`src/rtl/bn_pkg.sv`:
```
// Shared types and helpers for the batch-norm sequencing controller.
package bn_pkg;

   typedef enum logic [1:0] {
      eEMPTY,
      eHALF,
      eFULL
   } pipe_e;

   // A one-channel frame still needs a 1-bit counter/address.
   function automatic int cnt_w(input int n);
      return (n > 1) ? $clog2(n) : 1;
   endfunction

endpackage

```
`src/rtl/bn_chan_counter.sv`:
```
// Channel counter that wraps at SIZE, with enable and synchronous clear.
module bn_chan_counter #(
   parameter int SIZE = 1,
   parameter int W    = 1
) (
   input  logic         clk_i,
   input  logic         reset_i,
   input  logic         clr_i,
   input  logic         en_i,
   output logic [W-1:0] count_o,
   output logic         last_o
);

   localparam logic [W-1:0] MAX = W'(SIZE - 1);

   logic [W-1:0] count_q;
   logic [W-1:0] count_d;

   assign count_o = count_q;
   assign last_o  = (count_q == MAX);

   always_comb begin
      count_d = count_q;
      if (clr_i) begin
         count_d = '0;
      end else if (en_i) begin
         count_d = last_o ? '0 : count_q + 1'b1;
      end
   end

   always_ff @(posedge clk_i or negedge reset_i) begin
      if (!reset_i) begin
         count_q <= '0;
      end else begin
         count_q <= count_d;
      end
   end

endmodule

```
`src/rtl/bn_ctrl.sv`:
```
// Two-stage enable sequencer for the BN datapath (ROM latency absorbed in stage 1).
// Optional frame counter output enabled by BN_CTRL_STATS_EN.
module bn_ctrl
   import bn_pkg::*;
#(
   parameter int INPUT_SIZE = 1,
   parameter int CNT_W      = cnt_w(INPUT_SIZE)
) (
   input  logic             clk_i,
   input  logic             reset_i,
   input  logic             flush_i,
   input  logic             valid_i,
   output logic             ready_o,
   output logic             load_o,
   output logic [CNT_W-1:0] addr_o,
   output logic             compute_en_o,
   output logic             valid_o,
   input  logic             ready_i,
   output logic             last_o,
   output logic             frame_done_o
`ifdef BN_CTRL_STATS_EN
   ,
   output logic [15:0]      frame_count_o
`endif
);

   logic  v1_q, v1_d;
   logic  v2_q, v2_d;
   logic  last1_q, last1_d;
   logic  last2_q, last2_d;
   logic  accept;
   logic  advance2;
   logic  cnt_last;
   pipe_e pipe_s;

   assign advance2     = v2_q && ready_i;
   assign compute_en_o = v1_q && (!v2_q || ready_i);
   assign ready_o      = !flush_i && (!v1_q || compute_en_o);
   assign accept       = valid_i && ready_o;
   assign load_o       = accept;

   assign valid_o      = v2_q;
   assign last_o       = last2_q && v2_q;
   assign frame_done_o = advance2 && last2_q;

   bn_chan_counter #(
      .SIZE (INPUT_SIZE),
      .W    (CNT_W)
   ) u_cnt (
      .clk_i   (clk_i),
      .reset_i (reset_i),
      .clr_i   (flush_i),
      .en_i    (accept),
      .count_o (addr_o),
      .last_o  (cnt_last)
   );

   always_comb begin
      v1_d    = accept || (v1_q && !compute_en_o);
      v2_d    = compute_en_o || (v2_q && !ready_i);
      last1_d = accept ? cnt_last : last1_q;
      last2_d = compute_en_o ? last1_q : last2_q;
      if (flush_i) begin
         v1_d    = 1'b0;
         v2_d    = 1'b0;
         last1_d = 1'b0;
         last2_d = 1'b0;
      end
   end

   always_ff @(posedge clk_i or negedge reset_i) begin
      if (!reset_i) begin
         v1_q    <= 1'b0;
         v2_q    <= 1'b0;
         last1_q <= 1'b0;
         last2_q <= 1'b0;
      end else begin
         v1_q    <= v1_d;
         v2_q    <= v2_d;
         last1_q <= last1_d;
         last2_q <= last2_d;
      end
   end

`ifdef BN_CTRL_STATS_EN
   logic [15:0] frame_cnt_q;
   logic [15:0] frame_cnt_d;

   assign frame_count_o = frame_cnt_q;

   always_comb begin
      frame_cnt_d = frame_cnt_q;
      if (flush_i) begin
         frame_cnt_d = '0;
      end else if (frame_done_o) begin
         frame_cnt_d = frame_cnt_q + 16'd1;
      end
   end

   always_ff @(posedge clk_i or negedge reset_i) begin
      if (!reset_i) begin
         frame_cnt_q <= '0;
      end else begin
         frame_cnt_q <= frame_cnt_d;
      end
   end
`endif

   always_comb begin
      unique case ({v1_q, v2_q})
         2'b00:   pipe_s = eEMPTY;
         2'b11:   pipe_s = eFULL;
         default: pipe_s = eHALF;
      endcase
   end

   // A full pipe facing a stalled consumer must refuse new words.
   a_full_stall : assert property (
      @(posedge clk_i) disable iff (!reset_i)
      (pipe_s == eFULL && !ready_i) |-> !ready_o
   );

endmodule

```
`config.mk`:
```
export PLATFORM = sky130hd
export DESIGN_NAME = bn_ctrl
export DESIGN_NICKNAME = d
export VERILOG_FILES = /design/src/rtl/bn_pkg.sv /design/src/rtl/bn_chan_counter.sv /design/src/rtl/bn_ctrl.sv
export SDC_FILE = /design/constraint.sdc
export NUM_CORES = 1
export LEC_CHECK = 0
export BUFFER_PORTS_ARGS = -buffer_cell sky130_fd_sc_hd__buf_2
export CORE_AREA = 4 4 41 43
export DETAILED_ROUTE_END_ITERATION = 8
export DIE_AREA = 0 0 45 47
export GPL_ROUTABILITY_DRIVEN = 0
export HOLD_SLACK_MARGIN = 0.15
export PLACE_DENSITY_LB_ADDON = 0.25
export REMOVE_ABC_BUFFERS = 1
export SETUP_SLACK_MARGIN = 0.2
export SYNTH_ARGS = -nofsm -noshare
export SYNTH_HDL_FRONTEND = slang
export SYNTH_SLANG_ARGS = --single-unit
export TNS_END_PERCENT = 5
```
`constraint.sdc`:
```
create_clock -name clk_i -period 1.01 [get_ports clk_i]
set_input_delay 0.0505 -clock clk_i [delete_from_list [all_inputs] [get_ports clk_i]]
set_output_delay 0.0505 -clock clk_i [all_outputs]
set_load 0.005 [all_outputs]
```
# Word-level counts from Yosys, hierarchy flattened
# Cells that the tools add are included.
[classes] addsub=1 n_mux=9 bitwise=1 n_reduce_logical=19
[ops] op="1-bit two-way mux" n=9
[ops] op="1-bit logical AND" n=8
[ops] op="1-bit zero test" n=5
[ops] op="1-bit logical OR" n=4
[ops] op="2-bit nonzero test" n=2
[ops] op="1-bit adder (second input constant)" n=1
[ops] op="1-bit inverter" n=1
[word_totals] reg_bits=5 in_bits=5 out_inout_bits=7 word_cells=35

# Depth between registers and ports, before layout
# Gate-level depths: netlist (run 1).
[depth] ltp_word=8 mapped_depth=3 depth_no_buf=3

# Cells and area by module
# A second synthesis (run 1) with hierarchy kept.
[hier_totals] cells_unflattened=27 hier_area_um2=245.2
[by_module_without_submodules] mod="bn_ctrl" n_inst=1 cells_per_inst=23 area_per_inst_um2=222.7 seq_area_each_um2=100.1
[by_module_without_submodules] mod="bn_chan_counter" n_inst=1 cells_per_inst=4 area_per_inst_um2=22.5 seq_area_each_um2=0.0

# Least setup slack after synthesis (run 1)
# OpenSTA, ideal clock, no wires.
[synth_path] path_kind="register to register" startpoint="reg v2_q (netlist: valid_o)" endpoint="reg last1_q" setup_time_ns=0.066 arrival_ns=0.910 required_time_ns=0.944 slack_ns=0.034 path_stages_with_launch=4 n_path_buf=0 period_less_slack_ns=0.976 cell_sequence="dfrtp_1 -> and3b_4 -> nor3b_2 -> nand2b_1"
[synth_via] elab_chain_len=7
[synth_rtl] element="from (decl)" line="bn_ctrl.sv:28" source="logic v2_q, v2_d;"
[synth_rtl] element="from (signal assigned)" line="bn_ctrl.sv:79" source="v2_q <= v2_d;"
[synth_rtl] element="1-bit zero test" line="bn_ctrl.sv:37" source="assign compute_en_o = v1_q && (!v2_q || ready_i);"
[synth_rtl] element="1-bit logical OR" line="bn_ctrl.sv:37"
[synth_rtl] element="1-bit logical AND" line="bn_ctrl.sv:37"
[synth_rtl] element="1-bit logical OR" line="bn_ctrl.sv:38" source="assign ready_o = !flush_i && (!v1_q || compute_en_o);"
[synth_rtl] element="1-bit logical AND" line="bn_ctrl.sv:38"
[synth_rtl] element="1-bit logical AND" line="bn_ctrl.sv:39" source="assign accept = valid_i && ready_o;"
[synth_rtl] element="named net load_o" line="bn_ctrl.sv:14" source="output logic load_o,"
[synth_rtl] element="2-bit nonzero test (no source line)"
[synth_rtl] element="to (signal assigned)" line="bn_ctrl.sv:80" source="last1_q <= last1_d;"
[synth_rtl] element="to (decl)" line="bn_ctrl.sv:29" source="logic last1_q, last1_d;"
# The timed path passes the listed nets, and every way through them passes these cells.
# A chain may end at the register's enable or synchronous reset.

# Final worst setup path (run 1)
[layout_path] startpoint="reg v2_q (netlist: valid_o)" endpoint="out load_o"
[layout_via] elab_chain_len=6
[layout_rtl] element="1-bit zero test" line="bn_ctrl.sv:37"
[layout_rtl] element="1-bit logical OR" line="bn_ctrl.sv:37"
[layout_rtl] element="1-bit logical AND" line="bn_ctrl.sv:37"
[layout_rtl] element="1-bit logical OR" line="bn_ctrl.sv:38"
[layout_rtl] element="1-bit logical AND" line="bn_ctrl.sv:38"
[layout_rtl] element="1-bit logical AND" line="bn_ctrl.sv:39"
[layout_rtl] element="to (decl)" line="bn_ctrl.sv:14"
# Every way passes these cells.

==> run_results.csv, run 1 <==
group,metric,value,unit
timing,drv_slew,0,
timing,period_share,118,%
critical_path,r2r_slack,0.07,ns
cts,cts_tree,"yes",
yosys,syn-cell-area,214,um2
outcome,status,"complete, but fails checks",
routing,num_vias,212,
global_routing,grt_max_degree,6,
yosys,synth_edf_count,0,
routing,avgViaCountPerCell,4.08,
critical_path,critPathKind,"reg2out",
critical_path,reg2reg_depth,3,
final_layout,syn2layout_area_growth,73.7,%
critical_path,worstPathCellList,"and3b_4 -> nor3b_4 -> buf_2",
outcome,failed_checks,"setup timing",
final_layout,n_antenna_cell,0,
power_and_ir_drop,fin_total_pwr,0.451,mW
cts,cts.sinks,4,
placed_design,post-place-ws,0.0204,ns
power_and_ir_drop,p_per_area,1210,nW/um2
die,die_w,45,um
yosys,avgSynthCellArea,10.2,um2
routing,firstDrtPassIters,3,
timing,fin_crit,1.19,ns
critical_path,cpLargestDelayFamily,"flip-flops",
critical_path,cp_slowest_stage_delay,0.38,ns
critical_path,cp-end-kind,"primary output",
yosys,synth_seq_cells,4,
cts,clock_latency,0.24,ns
die,initial_utilization,16.4,%
yosys,synth_top_cell_area_share,46.8,%
die,chipHeight,47,um
run,timing.max_cap.violations,0,
power_and_ir_drop,vdd_drop_max,0.601,mV
yosys,ys_seq_area_share,46.8,%
routing,met3_length,95,um
timing,rsz0062_at_grt,"true",
global_routing,grt_pass1_wl,814,um
critical_path,arrival,1.14,ns
timing,finalHoldWorstSlack,0.145,ns
cts,cts_root_buffer,"clkbuf_4",
timing,skew,0.00243,ns
yosys,synthTopCellsByCount,"dfrtp_1 (4), nor2_1 (4), nand2b_1 (3)",
timing,hold_viol,0,
cts,numCtsBuffers,3,
cts,path_clk_slew,0.04,ns
routing,wl_per_cell,9.62,um
die,coreArea,1300,um2
critical_path,cp.required,0.96,ns
final_layout,final_nets,44,
timing,max_freq,841,MHz
critical_path,r2r_start,"valid_o",
critical_path,rr_endpoint,"last1_q",
routing,drc,0,
global_routing,groute.usage.overall,6.03,%
global_routing,grt_overflow,0,
final_layout,fin_util,28.6,%
yosys,yosysWarnings,0,
critical_path,start_kind,"flip-flop",
critical_path,cp_max_fo,3,
routing,met1Wirelength,206,um
routing,highest_layer,"met4",
die,die_area,2120,um2
die,row_count,13,
yosys,synthTopCellsByArea,"dfrtp_1 (47%), nand2b_1 (8.8%), nor2_1 (7.0%)",
yosys,synth.distinct_cells,13,
timing,setup_viol,5,
timing,fin_setup_tns,-0.424,ns
routing,drtIter0Drc,2,
routing,wl_met2,193,um
final_layout,drive_above_1_share,51.4,%
die,io_pins,12,
routing,detail-route-antenna-nets,0,
power_and_ir_drop,p_leak,0.184,nW
yosys,syn_inst,21,
global_routing,grt_pass1_vias,198,
routing,wirelength,500,um
global_routing,antenna_found_initial,0,
yosys,async_flop_share,100,%
timing,fin_ws,-0.179,ns
critical_path,cp_slowest_cell,"dfrtp_1",
yosys,synth_ff_type,"dfrtp_1",
cts,clock_path_buffers,2,
placed_design,portBuffers,10,
cts,h-tree-depth,1,
yosys,yosys.area.top_type,"dfrtp_1",
hold_path,hp-class,"in2async",
critical_path,worst-path-buf-inv,1,
[worst reg2reg max path: cells and delay by family (launching register included)]
family	cells	cell delay, ns
flops	1	0.38
simple gates	3	0.50
[flip-flops by register name, summed over array words and instances, names as in the netlist]
name     count
last2_q      1
valid_o      1
v1_q         1
last1_q      1
[routing by layer]
layer / vias up / GRT usage, %
li1: 99 / -
met3: 2 / 6.13
met4: 0 / 3.51
met2: 14 / 7.63
met1: 97 / 6.21
met5: - / 0
[per-stage QoR]
step	cell area [um2]	cells
final	372	52
after detailed placement	275	45
after CTS	349	52
after floorplan	206	20
after global placement	275	45
after global routing	372	52
[area by class of cell]
cell class	count	area (um2)
sequential	4	100
tap	15	18.8
inverter	1	3.75
timing repair buffer	14	104
clock buffer	3	22.5
multi-input combinational	15	123
fill	158	930
[power breakdown]
part           switching, mW  internal, mW
logic                 0.0319        0.0424
registers            0.00572         0.171
clock network         0.0671         0.133
[worst max path at each step]
stage,from,end,cells after the start
2_1_floorplan,valid_o,last1_q,3
3_3_place_gp,valid_o,load_o,3
3_5_place_dp,valid_o,load_o,3
4_1_cts,v1_q,load_o,3
5_1_grt,valid_o,load_o,3
6_report,valid_o,load_o,3
[what timing repair did]
item                                    4_1_cts  5_1_grt
gates resized for setup                       3        4
pin swaps                                     3        1
buffers inserted                              1        0
hold buffers                                  3        0
endpoints found under the setup margin        9       10
hold endpoints to repair                      6        0
[cells by family after synthesis]
family | share of synthesized area (%)
DFF | 46.8
AOI/OAI and AO/OA | 7.60
and+or+nand+nor | 33.9
muxes | 4.68
other | 1.75
buffers and inverters | 5.26
[cells in the final DEF, fill, tap and decap left out]
cell	netlist	final
buf_2	0	8
nor2_1	4	4
dfrtp_1	4	4
nand2b_1	3	3
clkbuf_4	0	3
dlygate4sd3_1	0	3
buf_6	0	3
and3b_4	1	1
nor3b_4	0	1
and2_4	0	1
inv_1	1	1
a21boi_4	0	1
and3_4	0	1
a21oi_1	1	1
mux2i_1	1	1
conb_1	1	1
Note: power is estimated with default switching activity, not from simulation.
==> inputs of run 2 (changes only) <==
--- a/config.mk
+++ b/config.mk
@@ -11,7 +11,7 @@
 export DIE_AREA = 0 0 45 47
 export GPL_ROUTABILITY_DRIVEN = 0
 export HOLD_SLACK_MARGIN = 0.15
-export PLACE_DENSITY_LB_ADDON = 0.25
+export PLACE_DENSITY_LB_ADDON = 0.3
 export REMOVE_ABC_BUFFERS = 1
 export SETUP_SLACK_MARGIN = 0.2
 export SYNTH_ARGS = -nofsm -noshare
==> run_results.csv, run 2 (synthesized netlist as in run 1, its figures left out) <==
group,metric,value,unit
timing,setup_viol,5,
timing,skew,0.00198,ns
outcome,status,"complete, but fails checks",
global_routing,antenna_found_initial,0,
global_routing,grt_overflow,0,
die,die_w,45,um
global_routing,grt_use_met3,6.90,%
critical_path,cp.required,0.96,ns
timing,fin_crit,1.17,ns
final_layout,syn2layout_area_growth,67.3,%
outcome,failed_checks,"setup timing",
cts,clock_latency,0.23,ns
placed_design,hpwl,342,um
routing,firstDrtPassIters,1,
global_routing,grt.busiest_layer,"met2",
global_routing,groute.usage.overall,6.42,%
run,timing.max_cap.violations,0,
die,chipHeight,47,um
cts,clock_path_buffers,2,
final_layout,fin_util,27.5,%
final_layout,final_cells,52,
critical_path,critPathKind,"reg2out",
placed_design,portBuffers,10,
routing,num_vias,194,
timing,max_freq,856,MHz
routing,drtIter0Drc,0,
critical_path,cp-end-kind,"primary output",
global_routing,grt_pass1_wl,848,um
power_and_ir_drop,p_per_area,1230,nW/um2
timing,hold_viol,0,
routing,drc,0,
final_layout,fill_cells,147,
routing,detail-route-antenna-nets,0,
timing,rsz0062_at_grt,"true",
critical_path,arrival,1.12,ns
final_layout,final_cell_mix,"buf_2 (8), nor2_1 (4), dfrtp_1 (4)",
die,io_pins,12,
cts,h-tree-depth,1,
timing,finalHoldWorstSlack,0.151,ns
final_layout,n_antenna_cell,0,
final_layout,final_nets,44,
routing,wirelength,467,um
global_routing,use_met1,7.13,%
critical_path,cp_max_fo,3,
final_layout,mostFrequentLayoutCell,"buf_2",
global_routing,met2_usage,7.34,%
die,die_area,2120,um2
global_routing,grt_max_degree,6,
die,row_count,13,
timing,period_share,116,%
timing,fin_setup_tns,-0.345,ns
critical_path,start_kind,"flip-flop",
timing,fin_ws,-0.158,ns
final_layout,seq_area,100,um2
placed_design,dp.cells,45,
routing,avgViaCountPerCell,3.73,
cts,numCtsBuffers,3,
hold_path,hp-class,"in2reg",
timing,drv_slew,0,
routing,wl_per_cell,8.98,um
power_and_ir_drop,p_leak,0.179,nW
cts,path_clk_slew,0.04,ns
cts,cts.sinks,4,
global_routing,grt_pass1_vias,202,
die,initial_utilization,16.4,%
final_layout,multi_input_area,109,um2
final_layout,drive_above_1_share,51.4,%
power_and_ir_drop,vdd_drop_max,0.502,mV
cts,cts_root_buffer,"clkbuf_4",
die,coreArea,1300,um2
cts,cts_tree,"yes",
-- run 2: cell counts in the layout (fill, tap and decap cells not counted) --
Identical to the previous run, type by type.
-- run 2: area by class of cell --
type,count,area share [%]
clock buffers,3,6.29
inverters,1,1.05
multi-input cells,15,30.4
flip-flops and latches,4,28.0
well taps,15,5.24
repair buffers,14,29.0
-- run 2: power breakdown --
| group | internal, mW | total, mW | switching [mW] |
|---|---|---|---|
| sequential | 0.171 | 0.176 | 0.00538 |
| combinational | 0.0385 | 0.0665 | 0.0280 |
| clock | 0.133 | 0.198 | 0.0653 |
-- run 2: per-stage QoR --
step	power, mW	instance area (um2)	setup WS, ns
after floorplan	0.203	206	0.0340
after global placement	0.229	275	0.0363
after detailed placement	0.230	275	0.0358
after CTS	0.455	349	-0.176
after global routing	0.487	358	-0.229
final	0.441	358	-0.158
-- run 2: routing by layer --
metal,up-vias,share of wire [%]
li1,99,-
met1,81,48
met2,14,36
met3,0,16
met4,0,0
met5,-,0
-- run 2: what timing repair did --
| item | CTS | global route |
|---|---|---|
| pin swaps | 1 | 0 |
| endpoints found under the hold margin | 6 | 0 |
| hold buffers | 3 | 0 |
| setup buffers | 1 | 0 |
| setup endpoints to repair | 9 | 10 |
| resized for setup | 3 | 2 |
-- run 2: path summary, 6_finish.rpt --
check,start,end,slack [ns],cells past startpoint
max,v1_q,load_o,-0.16,3
min,flush_i,last2_q,0.15,3
max reg2reg,valid_o,last2_q,0.07,3
min reg2reg,last1_q,last1_q,0.48,2
max in group asynchronous,reset_i,v1_q,0.73,2
min in group asynchronous,reset_i,last2_q,0.16,2
-- run 2: critical path: stages, from the launching register on --
cell     delay [ns]
dfrtp_1        0.38
and3b_4        0.21
nor3b_2        0.17
buf_2          0.14
==> inputs of run 3 (changes only) <==
==> constraint.sdc (replaced) <==
create_clock -name clk_i -period 1.01 [get_ports clk_i]
set_input_delay 0.0505 -clock clk_i [delete_from_list [all_inputs] [get_ports clk_i]]
set_output_delay 0.0505 -clock clk_i [all_outputs]
set_load 0.05 [all_outputs]
==> run_results.csv, run 3 (synthesized netlist as in run 1, its figures left out) <==
group,metric,value,unit
critical_path,cp.required,0.96,ns
timing,finalHoldWorstSlack,0.169,ns
cts,cts_tree,"yes",
routing,detail-route-antenna-nets,0,
global_routing,grt_pass1_wl,945,um
run,timing.max_cap.violations,0,
critical_path,critPathKind,"reg2out",
die,chipHeight,47,um
final_layout,final_cell_mix,"buf_6 (6), nor2_1 (4), buf_2 (4), dfrtp_1 (4)",
routing,avgViaCountPerCell,3.77,
final_layout,multi_input_area,119,um2
power_and_ir_drop,pwr-share-comb,26.1,%
power_and_ir_drop,intPower,0.358,mW
die,die_w,45,um
critical_path,cp_slowest_cell,"dfrtp_1",
timing,hold_viol,0,
placed_design,portBuffers,10,
die,coreArea,1300,um2
final_layout,n_antenna_cell,0,
critical_path,cp_slowest_stage_delay,0.38,ns
cts,post_cts_buffers,0,
critical_path,cp-end-kind,"primary output",
final_layout,seq_area,100,um2
hold_path,hp-class,"in2async",
timing,setup_viol,5,
power_and_ir_drop,p_leak,0.195,nW
timing,period_share,122,%
critical_path,r2r_start,"valid_o",
power_and_ir_drop,power_switching,0.141,mW
timing,fin_setup_tns,-0.650,ns
routing,wl_per_cell,9.40,um
critical_path,start_kind,"flip-flop",
routing,firstDrtPassIters,2,
timing,max_freq,813,MHz
critical_path,worstPathCellList,"and3b_4 -> nor3b_4 -> buf_6",
global_routing,grt_pass1_vias,231,
cts,clock_latency,0.23,ns
critical_path,crit_path_start,"valid_o",
final_layout,fill_cells,139,
routing,wirelength,498,um
power_and_ir_drop,swShare,28.2,%
routing,num_vias,200,
power_and_ir_drop,vdd_drop_max,0.370,mV
final_layout,drive_above_1_share,52.6,%
timing,skew,0.000992,ns
global_routing,grt_max_degree,6,
power_and_ir_drop,pwr-share-seq,35.3,%
final_layout,syn2layout_area_growth,85.4,%
outcome,status,"complete, but fails checks",
cts,h-tree-depth,1,
die,initial_utilization,16.4,%
critical_path,cpLargestDelayFamily,"simple AND/OR/NAND/NOR gates",
outcome,failed_checks,"setup timing",
cts,cts_root_buffer,"clkbuf_4",
final_layout,mostFrequentLayoutCell,"buf_6",
global_routing,antenna_found_initial,0,
cts,numCtsBuffers,3,
placed_design,dp.cells,47,
power_and_ir_drop,fin_total_pwr,0.499,mW
critical_path,cp_max_fo,3,
timing,fin_ws,-0.220,ns
global_routing,groute.usage.overall,6.58,%
die,die_area,2120,um2
routing,drtIter0Drc,1,
cts,clock_path_buffers,2,
die,row_count,13,
power_and_ir_drop,p_per_area,1260,nW/um2
cts,path_clk_slew,0.04,ns
die,io_pins,12,
final_layout,final_cells,53,
critical_path,worst-path-buf-inv,1,
routing,drc,0,
timing,drv_slew,0,
timing,fin_crit,1.23,ns
final_layout,final_nets,45,
global_routing,grt_overflow,0,
critical_path,arrival,1.18,ns
timing,rsz0062_at_grt,"true",
cts,cts.sinks,4,
power_and_ir_drop,pwr-share-clk,38.7,%
## run 3: worst paths after layout
kind / endpoint / slack [ns] / cells past startpoint
max: load_o / -0.22 / 3
min: last1_q / 0.17 / 2
max reg2reg: last1_q / 0.06 / 3
min reg2reg: last1_q / 0.50 / 2
max in group asynchronous: valid_o / 0.72 / 2
min in group clk_i: last2_q / 0.18 / 3
## run 3: power groups by stage
stage	sequential [mW]	combinational (mW)	clock (mW)
after floorplan	0.186	0.0583	0
after global placement	0.178	0.101	0
after detailed placement	0.177	0.100	0
after CTS	0.175	0.125	0.206
after global routing	0.177	0.139	0.213
final	0.176	0.130	0.193
## run 3: per-stage QoR
step | worst slack (ns) | utilization (%) | area, um2
after floorplan | -0.787 | - | 206
after global placement | -0.0495 | 22.3 | 290
after detailed placement | -0.0449 | 22.3 | 290
after CTS | -0.237 | 29.5 | 384
after global routing | -0.277 | 30.5 | 397
final | -0.220 | 30.5 | 397
## run 3: worst reg2reg max path, stage by stage, from the launching register on
cell and delay (ns):
dfrtp_1 0.38, and3b_4 0.20, nor3b_4 0.19, nand2b_1 0.13
## run 3: per-layer routing
layer  GRT usage, %  vias up  wire length, um
met5              0        -                0
met4           7.02        0                0
met3           2.30        0               75
met2           9.04       12              201
met1           7.57       87              221
li1               -      101                -
## run 3: area by class of cell
cell class,count,area share [%]
sequential,4,25.2
inverter,1,0.946
tap,15,4.73
clock buffer,3,5.68
multi-input combinational,15,30.0
timing repair buffer,15,33.4
## run 3: repair_timing
action	CTS	global route
pin swaps	0	2
endpoints found under the hold margin	6	0
endpoints found under the setup margin	9	10
gates resized for setup	12	3
hold buffers	3	0
cloned	0	0
